<file path="config.mk">
export PLATFORM = sky130hd
export DESIGN_NAME = lc3_datapath_mem_flat
export DESIGN_NICKNAME = d
export VERILOG_FILES = /design/src/rtl/lc3_datapath_mem_if.sv /design/src/rtl/lc3_datapath_mem.sv /design/src/flat_wrapper.sv
export SDC_FILE = /design/constraint.sdc
export NUM_CORES = 1
export LEC_CHECK = 0
export BUFFER_PORTS_ARGS = -buffer_cell sky130_fd_sc_hd__buf_2
export CAP_MARGIN = 20
export CORE_UTILIZATION = 55
export DETAILED_ROUTE_END_ITERATION = 8
export PLACE_DENSITY_LB_ADDON = 0.08
export SLEW_MARGIN = 15
export SYNTH_ARGS = -nofsm -noshare
export SYNTH_HDL_FRONTEND = slang
export SYNTH_SLANG_ARGS = --single-unit
</file>
<file path="constraint.sdc">
create_clock -name Clk -period 5.3 [get_ports Clk]
set_clock_uncertainty 0.15 [all_clocks]
set_input_delay 0.265 -clock Clk [delete_from_list [all_inputs] [get_ports Clk]]
set_output_delay 0.265 -clock Clk [all_outputs]
set_load 0.02 [all_outputs]
</file>
<file path="src/rtl/lc3_datapath_mem_if.sv">
// Memory-side handshake bundle for lc3_datapath_mem: request/ack with address and data.
// The datapath is the master, the memory/IO subsystem is the slave.
interface lc3_datapath_mem_if #(
  parameter int unsigned WIDTH = 16
) ();
  logic             mem_req;
  logic             mem_we;
  logic [WIDTH-1:0] mem_addr;
  logic [WIDTH-1:0] mem_wdata;
  logic [WIDTH-1:0] mem_rdata;
  logic             mem_ack;

  modport master (
    output mem_req, mem_we, mem_addr, mem_wdata,
    input  mem_rdata, mem_ack
  );

  modport slave (
    input  mem_req, mem_we, mem_addr, mem_wdata,
    output mem_rdata, mem_ack
  );
endinterface

</file>
<file path="src/rtl/lc3_datapath_mem.sv">
// LC-3 style datapath with a handshaked memory sequencer and sticky bus/memory error flags.
// The control FSM drives loads, gates and mux selects; memory is reached through the _if bundle.
module lc3_datapath_mem #(
  parameter int unsigned WIDTH    = 16,
  parameter int unsigned NREG     = 8,
  parameter logic [15:0] RESET_PC = 16'h0000,
  parameter int unsigned TIMEOUT  = 255
) (
  input  logic               Clk,
  input  logic               Reset_n,
  input  logic               LD_MAR,
  input  logic               LD_MDR,
  input  logic               LD_IR,
  input  logic               LD_BEN,
  input  logic               LD_CC,
  input  logic               LD_REG,
  input  logic               LD_PC,
  input  logic               GatePC,
  input  logic               GateMDR,
  input  logic               GateALU,
  input  logic               GateMARMUX,
  input  logic [1:0]         PCMUX,
  input  logic [1:0]         ADDR2MUX,
  input  logic               ADDR1MUX,
  input  logic [1:0]         ALUK,
  input  logic               SR1MUX,
  input  logic               DRMUX,
  input  logic               SR2MUX,
  input  logic               MEM_START,
  input  logic               MEM_WE,
  output logic               MEM_DONE,
  output logic               MEM_BUSY,
  lc3_datapath_mem_if.master mem,
  output logic [WIDTH-1:0]   PC,
  output logic [WIDTH-1:0]   IR,
  output logic [WIDTH-1:0]   MAR,
  output logic [WIDTH-1:0]   MDR,
  output logic               BEN,
  output logic               BUS_ERR,
  output logic               MEM_ERR
);
  localparam int unsigned RSEL = $clog2(NREG);
  localparam int unsigned CW   = $clog2(TIMEOUT + 1);

  typedef enum logic [1:0] {StIdle, StReq, StDone} mem_st_e;

  mem_st_e          st_q, st_d;
  logic [CW-1:0]    cnt_q, cnt_d;
  logic             we_q, we_d;
  logic             mdr_from_mem, timeout, busy;

  logic [WIDTH-1:0] pc_q, ir_q, mar_q, mdr_q;
  logic [WIDTH-1:0] rf_q [NREG];
  logic [2:0]       cc_q;
  logic             ben_q, bus_err_q, mem_err_q;

  logic [RSEL-1:0]  sr1, sr2, dr;
  logic [WIDTH-1:0] sr1_out, sr2_op, alu_out, addr1, addr2, addr_sum, pc_mux, bus;
  logic [WIDTH-1:0] sext5, sext6, sext9, sext11;
  logic [3:0]       gates;
  logic             multi_gate;

  assign sr1 = SR1MUX ? ir_q[9 +: RSEL] : ir_q[6 +: RSEL];
  assign sr2 = ir_q[0 +: RSEL];
  assign dr  = DRMUX ? RSEL'(NREG - 1) : ir_q[9 +: RSEL];

  assign sr1_out = rf_q[sr1];
  assign sext5   = WIDTH'($signed(ir_q[4:0]));
  assign sext6   = WIDTH'($signed(ir_q[5:0]));
  assign sext9   = WIDTH'($signed(ir_q[8:0]));
  assign sext11  = WIDTH'($signed(ir_q[10:0]));
  assign sr2_op  = SR2MUX ? sext5 : rf_q[sr2];

  always_comb begin
    alu_out = '0;
    unique case (ALUK)
      2'd0:    alu_out = sr1_out + sr2_op;
      2'd1:    alu_out = sr1_out & sr2_op;
      2'd2:    alu_out = ~sr1_out;
      default: alu_out = sr1_out;
    endcase
  end

  always_comb begin
    addr2 = '0;
    unique case (ADDR2MUX)
      2'd0:    addr2 = '0;
      2'd1:    addr2 = sext6;
      2'd2:    addr2 = sext9;
      default: addr2 = sext11;
    endcase
  end

  assign addr1    = ADDR1MUX ? pc_q : sr1_out;
  assign addr_sum = addr1 + addr2;

  // Contention is resolved to a quiet bus rather than an OR of drivers.
  assign gates      = {GatePC, GateMDR, GateALU, GateMARMUX};
  assign multi_gate = (gates & (gates - 4'd1)) != 4'd0;

  always_comb begin
    bus = '0;
    if (!multi_gate) begin
      if (GatePC)     bus = pc_q;
      if (GateMDR)    bus = mdr_q;
      if (GateALU)    bus = alu_out;
      if (GateMARMUX) bus = addr_sum;
    end
  end

  always_comb begin
    pc_mux = pc_q;
    unique case (PCMUX)
      2'd0:    pc_mux = pc_q + WIDTH'(1);
      2'd1:    pc_mux = addr_sum;
      2'd2:    pc_mux = bus;
      default: pc_mux = pc_q;
    endcase
  end

  always_comb begin
    st_d         = st_q;
    cnt_d        = cnt_q;
    we_d         = we_q;
    mdr_from_mem = 1'b0;
    timeout      = 1'b0;
    unique case (st_q)
      StIdle: begin
        if (MEM_START) begin
          st_d  = StReq;
          we_d  = MEM_WE;
          cnt_d = '0;
        end
      end
      StReq: begin
        if (mem.mem_ack) begin
          st_d         = StDone;
          mdr_from_mem = !we_q;
        end else if (cnt_q == CW'(TIMEOUT - 1)) begin
          st_d    = StDone;
          timeout = 1'b1;
        end else begin
          cnt_d = cnt_q + CW'(1);
        end
      end
      StDone:  st_d = StIdle;
      default: st_d = StIdle;
    endcase
  end

  always_ff @(posedge Clk or negedge Reset_n) begin
    if (!Reset_n) begin
      st_q  <= StIdle;
      cnt_q <= '0;
      we_q  <= 1'b0;
    end else begin
      st_q  <= st_d;
      cnt_q <= cnt_d;
      we_q  <= we_d;
    end
  end

  assign busy = (st_q != StIdle);

  always_ff @(posedge Clk or negedge Reset_n) begin
    if (!Reset_n) begin
      pc_q      <= WIDTH'(RESET_PC);
      ir_q      <= '0;
      mar_q     <= '0;
      mdr_q     <= '0;
      cc_q      <= 3'b010;
      ben_q     <= 1'b0;
      bus_err_q <= 1'b0;
      mem_err_q <= 1'b0;
      for (int unsigned i = 0; i < NREG; i++) rf_q[i] <= '0;
    end else begin
      if (LD_PC) pc_q <= pc_mux;
      if (LD_IR) ir_q <= bus;
      // MAR/MDR must stay stable while an access is in flight.
      if (LD_MAR && !busy) mar_q <= bus;
      if (mdr_from_mem) mdr_q <= mem.mem_rdata;
      else if (LD_MDR && !busy) mdr_q <= bus;
      if (LD_CC) cc_q <= {bus[WIDTH-1], bus == '0, !bus[WIDTH-1] && (bus != '0)};
      if (LD_BEN) ben_q <= (ir_q[11] & cc_q[2]) | (ir_q[10] & cc_q[1]) | (ir_q[9] & cc_q[0]);
      if (LD_REG) rf_q[dr] <= bus;
      bus_err_q <= bus_err_q | multi_gate;
      mem_err_q <= mem_err_q | timeout;
    end
  end

  assign mem.mem_req   = (st_q == StReq);
  assign mem.mem_we    = we_q;
  assign mem.mem_addr  = mar_q;
  assign mem.mem_wdata = mdr_q;

  assign MEM_DONE = (st_q == StDone);
  assign MEM_BUSY = busy;
  assign PC       = pc_q;
  assign IR       = ir_q;
  assign MAR      = mar_q;
  assign MDR      = mdr_q;
  assign BEN      = ben_q;
  assign BUS_ERR  = bus_err_q;
  assign MEM_ERR  = mem_err_q;
endmodule

</file>
<file path="src/flat_wrapper.sv">
// flat-port wrapper written by rule: the top's interface ports become plain ports
module lc3_datapath_mem_flat 
#(
  parameter int unsigned WIDTH    = 16,
  parameter int unsigned NREG     = 8,
  parameter logic [15:0] RESET_PC = 16'h0000,
  parameter int unsigned TIMEOUT  = 255
)
  (Clk, Reset_n, LD_MAR, LD_MDR, LD_IR, LD_BEN, LD_CC, LD_REG, LD_PC, GatePC, GateMDR, GateALU, GateMARMUX, PCMUX, ADDR2MUX, ADDR1MUX, ALUK, SR1MUX, DRMUX, SR2MUX, MEM_START, MEM_WE, MEM_DONE, MEM_BUSY, PC, IR, MAR, MDR, BEN, BUS_ERR, MEM_ERR, mem_mem_req, mem_mem_we, mem_mem_addr, mem_mem_wdata, mem_mem_rdata, mem_mem_ack);
  lc3_datapath_mem_if #(.WIDTH(WIDTH)) mem_i ();
  input  logic Clk;
  input  logic Reset_n;
  input  logic LD_MAR;
  input  logic LD_MDR;
  input  logic LD_IR;
  input  logic LD_BEN;
  input  logic LD_CC;
  input  logic LD_REG;
  input  logic LD_PC;
  input  logic GatePC;
  input  logic GateMDR;
  input  logic GateALU;
  input  logic GateMARMUX;
  input  logic [1:0] PCMUX;
  input  logic [1:0] ADDR2MUX;
  input  logic ADDR1MUX;
  input  logic [1:0] ALUK;
  input  logic SR1MUX;
  input  logic DRMUX;
  input  logic SR2MUX;
  input  logic MEM_START;
  input  logic MEM_WE;
  output logic MEM_DONE;
  output logic MEM_BUSY;
  output logic [WIDTH-1:0] PC;
  output logic [WIDTH-1:0] IR;
  output logic [WIDTH-1:0] MAR;
  output logic [WIDTH-1:0] MDR;
  output logic BEN;
  output logic BUS_ERR;
  output logic MEM_ERR;
  output wire logic [$bits(mem_i.mem_req)-1:0] mem_mem_req;
  output wire logic [$bits(mem_i.mem_we)-1:0] mem_mem_we;
  output wire logic [$bits(mem_i.mem_addr)-1:0] mem_mem_addr;
  output wire logic [$bits(mem_i.mem_wdata)-1:0] mem_mem_wdata;
  input wire logic [$bits(mem_i.mem_rdata)-1:0] mem_mem_rdata;
  input wire logic [$bits(mem_i.mem_ack)-1:0] mem_mem_ack;
  assign mem_mem_req = mem_i.mem_req;
  assign mem_mem_we = mem_i.mem_we;
  assign mem_mem_addr = mem_i.mem_addr;
  assign mem_mem_wdata = mem_i.mem_wdata;
  assign mem_i.mem_rdata = mem_mem_rdata;
  assign mem_i.mem_ack = mem_mem_ack;
  lc3_datapath_mem #(.WIDTH(WIDTH), .NREG(NREG), .RESET_PC(RESET_PC), .TIMEOUT(TIMEOUT)) u_core (.Clk(Clk), .Reset_n(Reset_n), .LD_MAR(LD_MAR), .LD_MDR(LD_MDR), .LD_IR(LD_IR), .LD_BEN(LD_BEN), .LD_CC(LD_CC), .LD_REG(LD_REG), .LD_PC(LD_PC), .GatePC(GatePC), .GateMDR(GateMDR), .GateALU(GateALU), .GateMARMUX(GateMARMUX), .PCMUX(PCMUX), .ADDR2MUX(ADDR2MUX), .ADDR1MUX(ADDR1MUX), .ALUK(ALUK), .SR1MUX(SR1MUX), .DRMUX(DRMUX), .SR2MUX(SR2MUX), .MEM_START(MEM_START), .MEM_WE(MEM_WE), .MEM_DONE(MEM_DONE), .MEM_BUSY(MEM_BUSY), .mem(mem_i), .PC(PC), .IR(IR), .MAR(MAR), .MDR(MDR), .BEN(BEN), .BUS_ERR(BUS_ERR), .MEM_ERR(MEM_ERR));
endmodule
</file>
==> results of run 1 <==
final cells by class:
class | instances | area [um2] | area share
inverter | 37 | 139 | 0.00856
multi-input combinational | 1177 | 8090 | 0.499
tap | 330 | 413 | 0.0255
timing repair buffer | 231 | 1500 | 0.0927
clock inverter | 10 | 136 | 0.00841
antenna | 1 | 2.50 | 0.000154
clock buffer | 34 | 698 | 0.0430
sequential | 209 | 5240 | 0.323
cells in the mapped netlist (13+ instances only):
library cell	number	share of area
a211oi_1	28	0.015
a21oi_1	93	0.033
a221oi_1	13	0.0081
a22oi_1	30	0.016
a31oi_1	15	0.0066
and3_1	15	0.0066
buf_4	40	0.021
clkbuf_1	80	0.021
dfrtp_1	208	0.37
ha_1	37	0.033
inv_1	37	0.0098
mux2_2	88	0.070
mux2i_1	18	0.013
mux4_2	38	0.061
nand2_1	246	0.065
nand2b_1	17	0.0075
nand3_1	35	0.012
nor2_1	116	0.031
nor2b_1	21	0.0093
nor3_1	22	0.0078
o21a_1	13	0.0069
o21ai_0	142	0.050
xnor2_1	17	0.011
xor2_1	16	0.0099
flip-flops by register name (all words and copies together), names as in the netlist, 2 cells and up:
signal and count:
u_core.rf_q 128, u_core.IR 16, u_core.MAR 16, u_core.MDR 16, u_core.PC 16, u_core.cnt_q 8, u_core.cc_q 3, u_core.st_q 2
per-layer routing:
metal  share of wire  routed length [um]
met4           0.035                1670
met3           0.093                4500
met1            0.42               20300
met5               0                   0
met2            0.45               21800
worst min-delay path, delay by kind of cell:
kind            cells  cell delay [ns]
compound gates      1             0.07
simple gates        1             0.31
buf+inv             1             0.07
worst paths after layout:
check,from,endpoint,slack (ns),cells past startpoint
min reg2reg,u_core.BUS_ERR$_DFF_PN0_,u_core.BUS_ERR$_DFF_PN0_,0.32,1
min in group asynchronous,Reset_n,u_core.rf_q[97]$_DFFE_PN0P_,0.19,2
max in group asynchronous,Reset_n,u_core.IR[0]$_DFFE_PN0P_,3.52,3
max reg2reg,u_core.IR[6]$_DFFE_PN0P_,u_core.MDR[10]$_DFFE_PN0P_,0.23,17
max,u_core.IR[6]$_DFFE_PN0P_,u_core.MDR[10]$_DFFE_PN0P_,0.23,17
min,MEM_START,u_core.cnt_q[7]$_DFFE_PN0P_,0.07,3
cell families after synthesis:
kind of cell,count (synthesis)
and+or+nand+nor,515
AOI/OAI and AO/OA,441
DFF,209
buffers and inverters,177
muxes,148
adders and majority gates,40
xor gates and xnor gates,33
power by group:
part / switching (mW) / total (mW) / internal, mW
Clock: 0.705 / 1.73 / 1.02
Combinational: 1.94 / 3.24 / 1.30
Sequential: 0.482 / 2.50 / 2.02
Total: 3.13 / 7.47 / 4.34
stage by stage:
step	hold slack (ns)	instance area (um2)	worst slack, ns	cells	util
global route	0.141	16200	0.00253	2028	0.644
global placement	0.247	15100	0.0840	1956	0.599
floorplan	-0.181	14100	0.423	1563	-
finish	0.0721	16200	0.233	2029	0.644
detailed placement	0.251	15100	0.168	1956	0.599
CTS	0.0592	16200	0.112	2025	0.642
what timing repair did:
item                                   4_1_cts  5_1_grt
gates resized for setup                      0        8
endpoints found under the hold margin      138        0
setup buffers                                0        2
setup endpoints to repair                    0       31
hold buffers                                25        0
==> flow_summary.json, run 1 <==
{
  "busiest_layer": "met2",
  "status": "finished, final reports clean",
  "grt_max_degree": 120,
  "fp.dieArea_um2": 26300,
  "grt_pass1_vias": 12200,
  "die_h_um": 162,
  "drv_cap": 0,
  "synth_simple_gate_area_frac": 0.163,
  "synth-seq-area-share": 0.371,
  "dieWidth_um": 162,
  "syn2layout_area_growth_pct": 14.9,
  "ir_drop_v": 0.000379,
  "synth_fa_ha_area_frac": 0.0363,
  "path_buf_inv": 3,
  "grt_use_met2": 0.559,
  "tns_ns": 0,
  "dp_hpwl_mm": 34.5,
  "crit_type": "reg -> reg",
  "synth_area_um2": 14100,
  "grt_overflow": 0,
  "wl_per_cell_um": 23.8,
  "min_period_ns": 5.07,
  "total_power_mw": 7.47,
  "yosysWarnings": 0,
  "start_util": 0.561,
  "worst_pin_slew_ns": 0.952,
  "met3_usage": 0.0534,
  "fin_nets": 1761,
  "slew-limit-headroom": 0.365,
  "met1_usage": 0.535,
  "grt_antenna_before_repair": 1,
  "min_path_type": "in -> reg",
  "clock_sinks": 209,
  "grt_pass1_wl_mm": 73.5,
  "synth_xor_area_frac": 0.0205,
  "synth_edf_count": 0,
  "crit_slowest_cell": "dlygate4sd3_1",
  "mostFrequentLayoutCells": "nand2_1 (246), dfrtp_1 (205), buf_2 (143), o21ai_0 (140), nor2_1 (116)",
  "grtUsageTotal": 0.368,
  "portBuffers": 144,
  "cts_tree": "built",
  "clk_latency_ns": 0.55,
  "pin_count": 145,
  "end_kind": "flop",
  "final-setup-viol-count": 0,
  "cp_data_required_time_ns": 5.63,
  "ys_types": 81,
  "drc_errors": 0,
  "slowest_delay_ns": 0.57,
  "slew_viol_final": 0,
  "synthArstFlopShare": 1.00,
  "synth_compound_area_frac": 0.200,
  "netlist_instances": 1563,
  "clk_pin_slew_ns": 0.06,
  "synth_seq_cells": 209,
  "syn_avg_cell_area_um2": 9.03,
  "core-area_um2": 25200,
  "clockBufferDepth": 3,
  "path_delay_family": "compound AO/OA/AOI/OAI gates",
  "synth_top_flop_cell": "dfrtp_1",
  "vias": 13200,
  "drive_gt1_frac": 0.237,
  "viasPerCell": 6.49,
  "leakage_nw": 7.46,
  "cp_common_cell": "buf_4",
  "synth_mux_area_frac": 0.148,
  "num_rows": 58,
  "cts.htree.levels": 1,
  "post-route-period-util": 0.956,
  "crit_chain": "buf_4 > nand2b_1 > a22oi_1 > a21oi_1 > a22o_1 > mux2_2 > ha_1 > fa_1 > a211oi_1 > o21bai_1 > a211oi_2 > xnor2_1 > o221ai_1 > a21o_1 > buf_4 > o21ai_0 > dlygate4sd3_1",
  "numCtsBuffers": 24,
  "layout_commonest_cell": "nand2_1",
  "cp_max_fo": 17,
  "gp_congestion": 1.04,
  "antenna_left": 0,
  "critPathArrivalTime_ns": 5.39,
  "synth_fp_nets": 1644,
  "n_fill_cell": 2129,
  "wirelength_mm": 48.3,
  "hold_violations": 0,
  "drt_iter0_markers": 1756,
  "rsz0062_at_grt": "false",
  "synth_top_family_by_area": "compound AO/OA/AOI/OAI gates",
  "power_density_nw_per_um2": 461,
  "fmax_mhz": 197,
  "start_kind": "flop",
  "cts-root-buf": "clkbuf_16",
  "first_pass_iters": 5
}
(Power assumes the default switching activity.)
==> run 2: changes to the inputs <==
--- a/config.mk
+++ b/config.mk
@@ -10,6 +10,7 @@
 export CORE_UTILIZATION = 55
 export DETAILED_ROUTE_END_ITERATION = 8
 export PLACE_DENSITY_LB_ADDON = 0.08
+export RECOVER_POWER = 100
 export SLEW_MARGIN = 15
 export SYNTH_ARGS = -nofsm -noshare
 export SYNTH_HDL_FRONTEND = slang
==> flow_summary.json, run 2 (synthesis results as in run 1) <==
{
  "power_frac_comb": 0.428,
  "dieWidth_um": 162,
  "grt_overflow": 0,
  "final-setup-viol-count": 0,
  "core-area_um2": 25200,
  "dp_hpwl_mm": 34.5,
  "clk_latency_ns": 0.55,
  "die_h_um": 162,
  "clock_sinks": 209,
  "num_rows": 58,
  "hold_end": "u_core.PC[4]$_DFFE_PN0P_",
  "slew-limit-headroom": -1.03,
  "post-route-period-util": 0.960,
  "slew_viol_final": 120,
  "failed_checks": "max-capacitance violations, max-slew violations",
  "power_switching_share": 0.424,
  "critPathArrivalTime_ns": 5.41,
  "cp_data_required_time_ns": 5.63,
  "n_fill_cell": 2199,
  "viasPerCell": 6.52,
  "reg2reg_depth": 15,
  "clockBufferDepth": 3,
  "whs_path_depth": 4,
  "min_period_ns": 5.09,
  "hold_start": "LD_PC",
  "layout.cells.non_filler": 2029,
  "wl_per_cell_um": 23.8,
  "wirelength_mm": 48.4,
  "start_util": 0.561,
  "tns_ns": 0,
  "crit_type": "reg -> reg",
  "reg2reg_slack_ns": 0.21,
  "first_pass_iters": 7,
  "power_density_nw_per_um2": 461,
  "hold_violations": 0,
  "drt_iter0_markers": 1677,
  "cts_tree": "built",
  "drive_gt1_frac": 0.177,
  "portBuffers": 144,
  "vias": 13200,
  "p_switching_mw": 3.14,
  "top_register": "u_core.rf_q",
  "r2r-start": "u_core.IR[6]$_DFFE_PN0P_",
  "cp_max_fo": 11,
  "syn2layout_area_growth_pct": 13.8,
  "end_kind": "flop",
  "pwr-share-clk": 0.234,
  "grt_pass1_wl_mm": 73.5,
  "drc_errors": 0,
  "layout_commonest_cell": "nand2_1",
  "grt_pass1_vias": 12200,
  "cts.htree.levels": 1,
  "fmax_mhz": 197,
  "place_inst": 1956,
  "status": "finished, violations left",
  "drv_cap": 1,
  "worst_pin_slew_ns": 3.04,
  "min_path_type": "in -> reg",
  "grtUsageTotal": 0.368,
  "crit_start": "u_core.IR[6]$_DFFE_PN0P_",
  "largest_reg_flops": 128,
  "fin_nets": 1761,
  "start_kind": "flop",
  "cts-root-buf": "clkbuf_16",
  "rsz0062_at_grt": "false",
  "mostFrequentLayoutCells": "nand2_1 (246), dfrtp_1 (205), o21ai_0 (140), nor2_1 (116), clkbuf_1 (105)",
  "grt_antenna_before_repair": 1,
  "grt_max_degree": 120,
  "gp_congestion": 1.04,
  "pin_count": 145,
  "antenna_left": 0,
  "r2r-end": "u_core.rf_q[23]$_DFFE_PN0P_",
  "leakage_nw": 7.08,
  "clk_pin_slew_ns": 0.06,
  "internal-power_mw": 4.27,
  "ir_drop_v": 0.000363,
  "seqPwrFrac": 0.339,
  "numCtsBuffers": 24,
  "fp.dieArea_um2": 26300
}
-- run 2: cell count changes in the layout (fill, tap and decap cells not counted), sizes merged --
cell    previous run  this run
clkbuf            34       139
buf              206       101
-- run 2: layout make-up --
cell class / count / area, um2 / area share
Clock buffer: 34 / 698 / 0.0435
Tap cell: 330 / 413 / 0.0257
Sequential cell: 209 / 5240 / 0.326
Antenna cell: 1 / 2.50 / 0.000156
Inverter: 37 / 139 / 0.00865
Multi-Input combinational cell: 1177 / 8090 / 0.504
Clock inverter: 10 / 136 / 0.00849
Timing Repair Buffer: 231 / 1350 / 0.0839
-- run 2: timing repair --
item | CTS | global route
hold buffers | 25 | 0
hold endpoints to repair | 138 | 0
gates resized for setup | 0 | 8
endpoints found under the setup margin | 0 | 31
buffers inserted | 0 | 2
-- run 2: worst max-delay path by stage --
stage,to,slack (ns),cells after the start
finish,u_core.rf_q[23]$_DFFE_PN0P_,0.21,15
global route,u_core.cc_q[1]$_DFFE_PN1P_,0.003,18
CTS,u_core.MDR[10]$_DFFE_PN0P_,0.11,17
detailed placement,u_core.cc_q[1]$_DFFE_PN1P_,0.17,16
global placement,u_core.cc_q[1]$_DFFE_PN1P_,0.08,19
floorplan,u_core.MAR[14]$_DFFE_PN0P_,0.42,17
-- run 2: metal layers --
metal / part of all wire / vias up / GRT usage
met5: 0 / - / 0
met4: 0.037 / 0 / 0.128
met3: 0.099 / 129 / 0.0534
met2: 0.45 / 755 / 0.559
met1: 0.41 / 6470 / 0.535
li1: - / 5869 / -
-- run 2: stage by stage --
step	total power, mW	area [um2]	setup WS (ns)	hold WS, ns	utilization
after floorplan	4.62	14100	0.423	-0.181	-
after detailed placement	5.64	15100	0.168	0.251	0.599
final	7.40	16100	0.214	0.124	0.638
after CTS	7.40	16200	0.112	0.0592	0.642
after global placement	5.59	15100	0.0840	0.247	0.599
after global routing	7.76	16100	0.00255	0.175	0.638
-- run 2: worst max-delay path, cell delays in order (launching register included) --
cell and delay, ns:
dfrtp_2 0.49, mux2i_4 0.39, mux4_2 0.57, mux2i_2 0.36
inv_1 0.11, mux2_2 0.28, ha_1 0.36, and2_1 0.17
nand3_1 0.09, a21oi_1 0.20, nor2_1 0.08, xor2_1 0.18
a211oi_1 0.36, and2_0 0.29, clkbuf_1 0.63, mux2_2 0.29
-- run 2: power groups by stage --
stage	Combinational, mW	Clock, mW	Sequential, mW
after floorplan	2.11	0	2.51
after global placement	3.10	0	2.49
after detailed placement	3.14	0	2.50
after CTS	3.18	1.74	2.48
after global routing	3.41	1.80	2.55
final	3.17	1.73	2.51
==> run 3: changes to the inputs <==
--- a/config.mk
+++ b/config.mk
@@ -7,10 +7,11 @@
 export LEC_CHECK = 0
 export BUFFER_PORTS_ARGS = -buffer_cell sky130_fd_sc_hd__buf_2
 export CAP_MARGIN = 20
-export CORE_UTILIZATION = 55
+export CORE_UTILIZATION = 60
 export DETAILED_ROUTE_END_ITERATION = 8
 export PLACE_DENSITY_LB_ADDON = 0.08
 export RECOVER_POWER = 100
+export SKIP_LAST_GASP = 1
 export SLEW_MARGIN = 15
 export SYNTH_ARGS = -nofsm -noshare
 export SYNTH_HDL_FRONTEND = slang
==> flow_summary.json, run 3 (synthesis results as in run 1) <==
{
  "slew-limit-headroom": -0.898,
  "wirelength_met1_mm": 19.8,
  "grt_pass1_wl_mm": 74.7,
  "final_area_um2": 15900,
  "layout_commonest_cell": "nand2_1",
  "clockBufferDepth": 3,
  "reg2reg_slack_ns": 0.13,
  "leakage_nw": 7.03,
  "clk_pin_slew_ns": 0.06,
  "viasPerCell": 6.70,
  "holdWs_ns": 0.0174,
  "whs_path_depth": 3,
  "critPathArrivalTime_ns": 5.46,
  "failed_checks": "max-capacitance violations, max-slew violations",
  "grtUsageTotal": 0.408,
  "r2r-start": "u_core.IR[10]$_DFFE_PN0P_",
  "grt_pass1_vias": 12500,
  "pre_cts_ws_ns": 0.0506,
  "end_kind": "flop",
  "gp_congestion": 0.992,
  "fp.dieArea_um2": 24100,
  "die_h_um": 155,
  "met3_length_mm": 5.02,
  "hold_violations": 0,
  "rsz0062_at_grt": "false",
  "place_inst": 1944,
  "pin_count": 145,
  "grt_overflow": 0,
  "total_power_mw": 7.38,
  "ir_drop_v": 0.000349,
  "first_pass_iters": 6,
  "cts-root-buf": "clkbuf_16",
  "fin_nets": 1759,
  "cp_max_fo": 12,
  "wirelength_mm": 48.8,
  "start_kind": "flop",
  "mostFrequentLayoutCells": "nand2_1 (246), dfrtp_1 (207), o21ai_0 (142), nor2_1 (116), clkbuf_1 (112)",
  "slew_viol_final": 112,
  "start_util": 0.618,
  "largest_reg_flops": 128,
  "min_path_type": "in -> reg",
  "hold_end": "u_core.MDR[2]$_DFFE_PN0P_",
  "vias": 13500,
  "grt_antenna_before_repair": 0,
  "power_density_nw_per_um2": 463,
  "n_fill_cell": 1892,
  "clk_latency_ns": 0.54,
  "cts_tree": "built",
  "n_antenna_cell": 0,
  "num_rows": 55,
  "drive_gt1_frac": 0.171,
  "layout.cells.non_filler": 2008,
  "dieWidth_um": 155,
  "utilization": 0.697,
  "top_register": "u_core.rf_q",
  "r2r-end": "u_core.cc_q[1]$_DFFE_PN1P_",
  "fmax_mhz": 193,
  "min_period_ns": 5.17,
  "drt_iter0_markers": 1600,
  "highest_layer": "met4",
  "wl_per_cell_um": 24.3,
  "reg2reg_depth": 18,
  "clock_sinks": 209,
  "tns_ns": 0,
  "syn2layout_area_growth_pct": 12.8,
  "crit_type": "reg -> reg",
  "drc_errors": 0,
  "antenna_left": 0,
  "status": "finished, violations left",
  "drv_cap": 1,
  "place_area_um2": 15100,
  "worst_pin_slew_ns": 2.85,
  "core-area_um2": 22800,
  "portBuffers": 144,
  "post-route-period-util": 0.975,
  "worst_slack_ns": 0.132,
  "wl_met2_mm": 21.9,
  "hold_start": "LD_MDR",
  "cp_data_required_time_ns": 5.59,
  "dp_hpwl_mm": 35.0,
  "cts.htree.levels": 1,
  "numCtsBuffers": 23,
  "final-setup-viol-count": 0,
  "grt_max_degree": 112
}
[run 3: cell count changes in the layout (fill, tap and decap cells not counted), sizes merged]
cell / delta
buf: -9
clkbuf: +9
dlygate4sd3: -4
bufinv: +1
clkinv: -1
clkinvlp: +1
diode: -1
[run 3: metal layers]
metal / vias up / global-route usage
li1: 5847 / -
met1: 6602 / 0.576
met2: 853 / 0.619
met3: 154 / 0.0710
met4: 0 / 0.178
met5: - / 0
[run 3: critical path, stage by stage, from the launching register on]
cell and delay, ns:
dfrtp_1 0.42, and2_1 0.29, buf_4 0.23, o21ai_0 0.09, o211ai_1 0.11, a22o_1 0.30
mux2_2 0.29, ha_1 0.21, fa_1 0.44, a211oi_1 0.27, o21bai_1 0.17, a2111oi_1 0.49
nor3_1 0.14, xor2_1 0.18, a22oi_1 0.30, a31oi_2 0.21, buf_4 0.25, nand4b_1 0.25
o32ai_1 0.26
[run 3: how the worst max path moves through the flow]
stage,startpoint,depth (start not counted),slack (ns),endpoint
detailed placement,SR1MUX,18,0.05,u_core.cc_q[0]$_DFFE_PN0P_
global route,u_core.IR[0]$_DFFE_PN0P_,16,0.01,u_core.cc_q[1]$_DFFE_PN1P_
CTS,u_core.IR[9]$_DFFE_PN0P_,18,0.13,u_core.cc_q[0]$_DFFE_PN0P_
floorplan,u_core.IR[0]$_DFFE_PN0P_,17,0.42,u_core.MAR[14]$_DFFE_PN0P_
global placement,SR1MUX,18,0.03,u_core.cc_q[0]$_DFFE_PN0P_
finish,u_core.IR[10]$_DFFE_PN0P_,18,0.13,u_core.cc_q[1]$_DFFE_PN1P_
[run 3: what timing repair did]
| item | 4_1_cts | 5_1_grt |
|---|---|---|
| setup buffers | 0 | 0 |
| hold buffers | 21 | 0 |
| hold endpoints to repair | 131 | 0 |
| setup endpoints to repair | 0 | 13 |
| resized for setup | 0 | 3 |
[run 3: power breakdown]
group	switching [mW]	total (mW)	internal [mW]
Combinational	1.95	3.14	1.20
Clock	0.689	1.71	1.02
Sequential	0.508	2.53	2.02
[run 3: layout make-up]
cell class,count,area [um2],share of cell area
multi-input cells,1177,8070,0.507
clock buffers,31,656,0.0412
repair buffers,230,1280,0.0804
clock inverters,11,156,0.00982
well taps,313,392,0.0246
inverters,37,139,0.00872
flip-flops and latches,209,5230,0.328
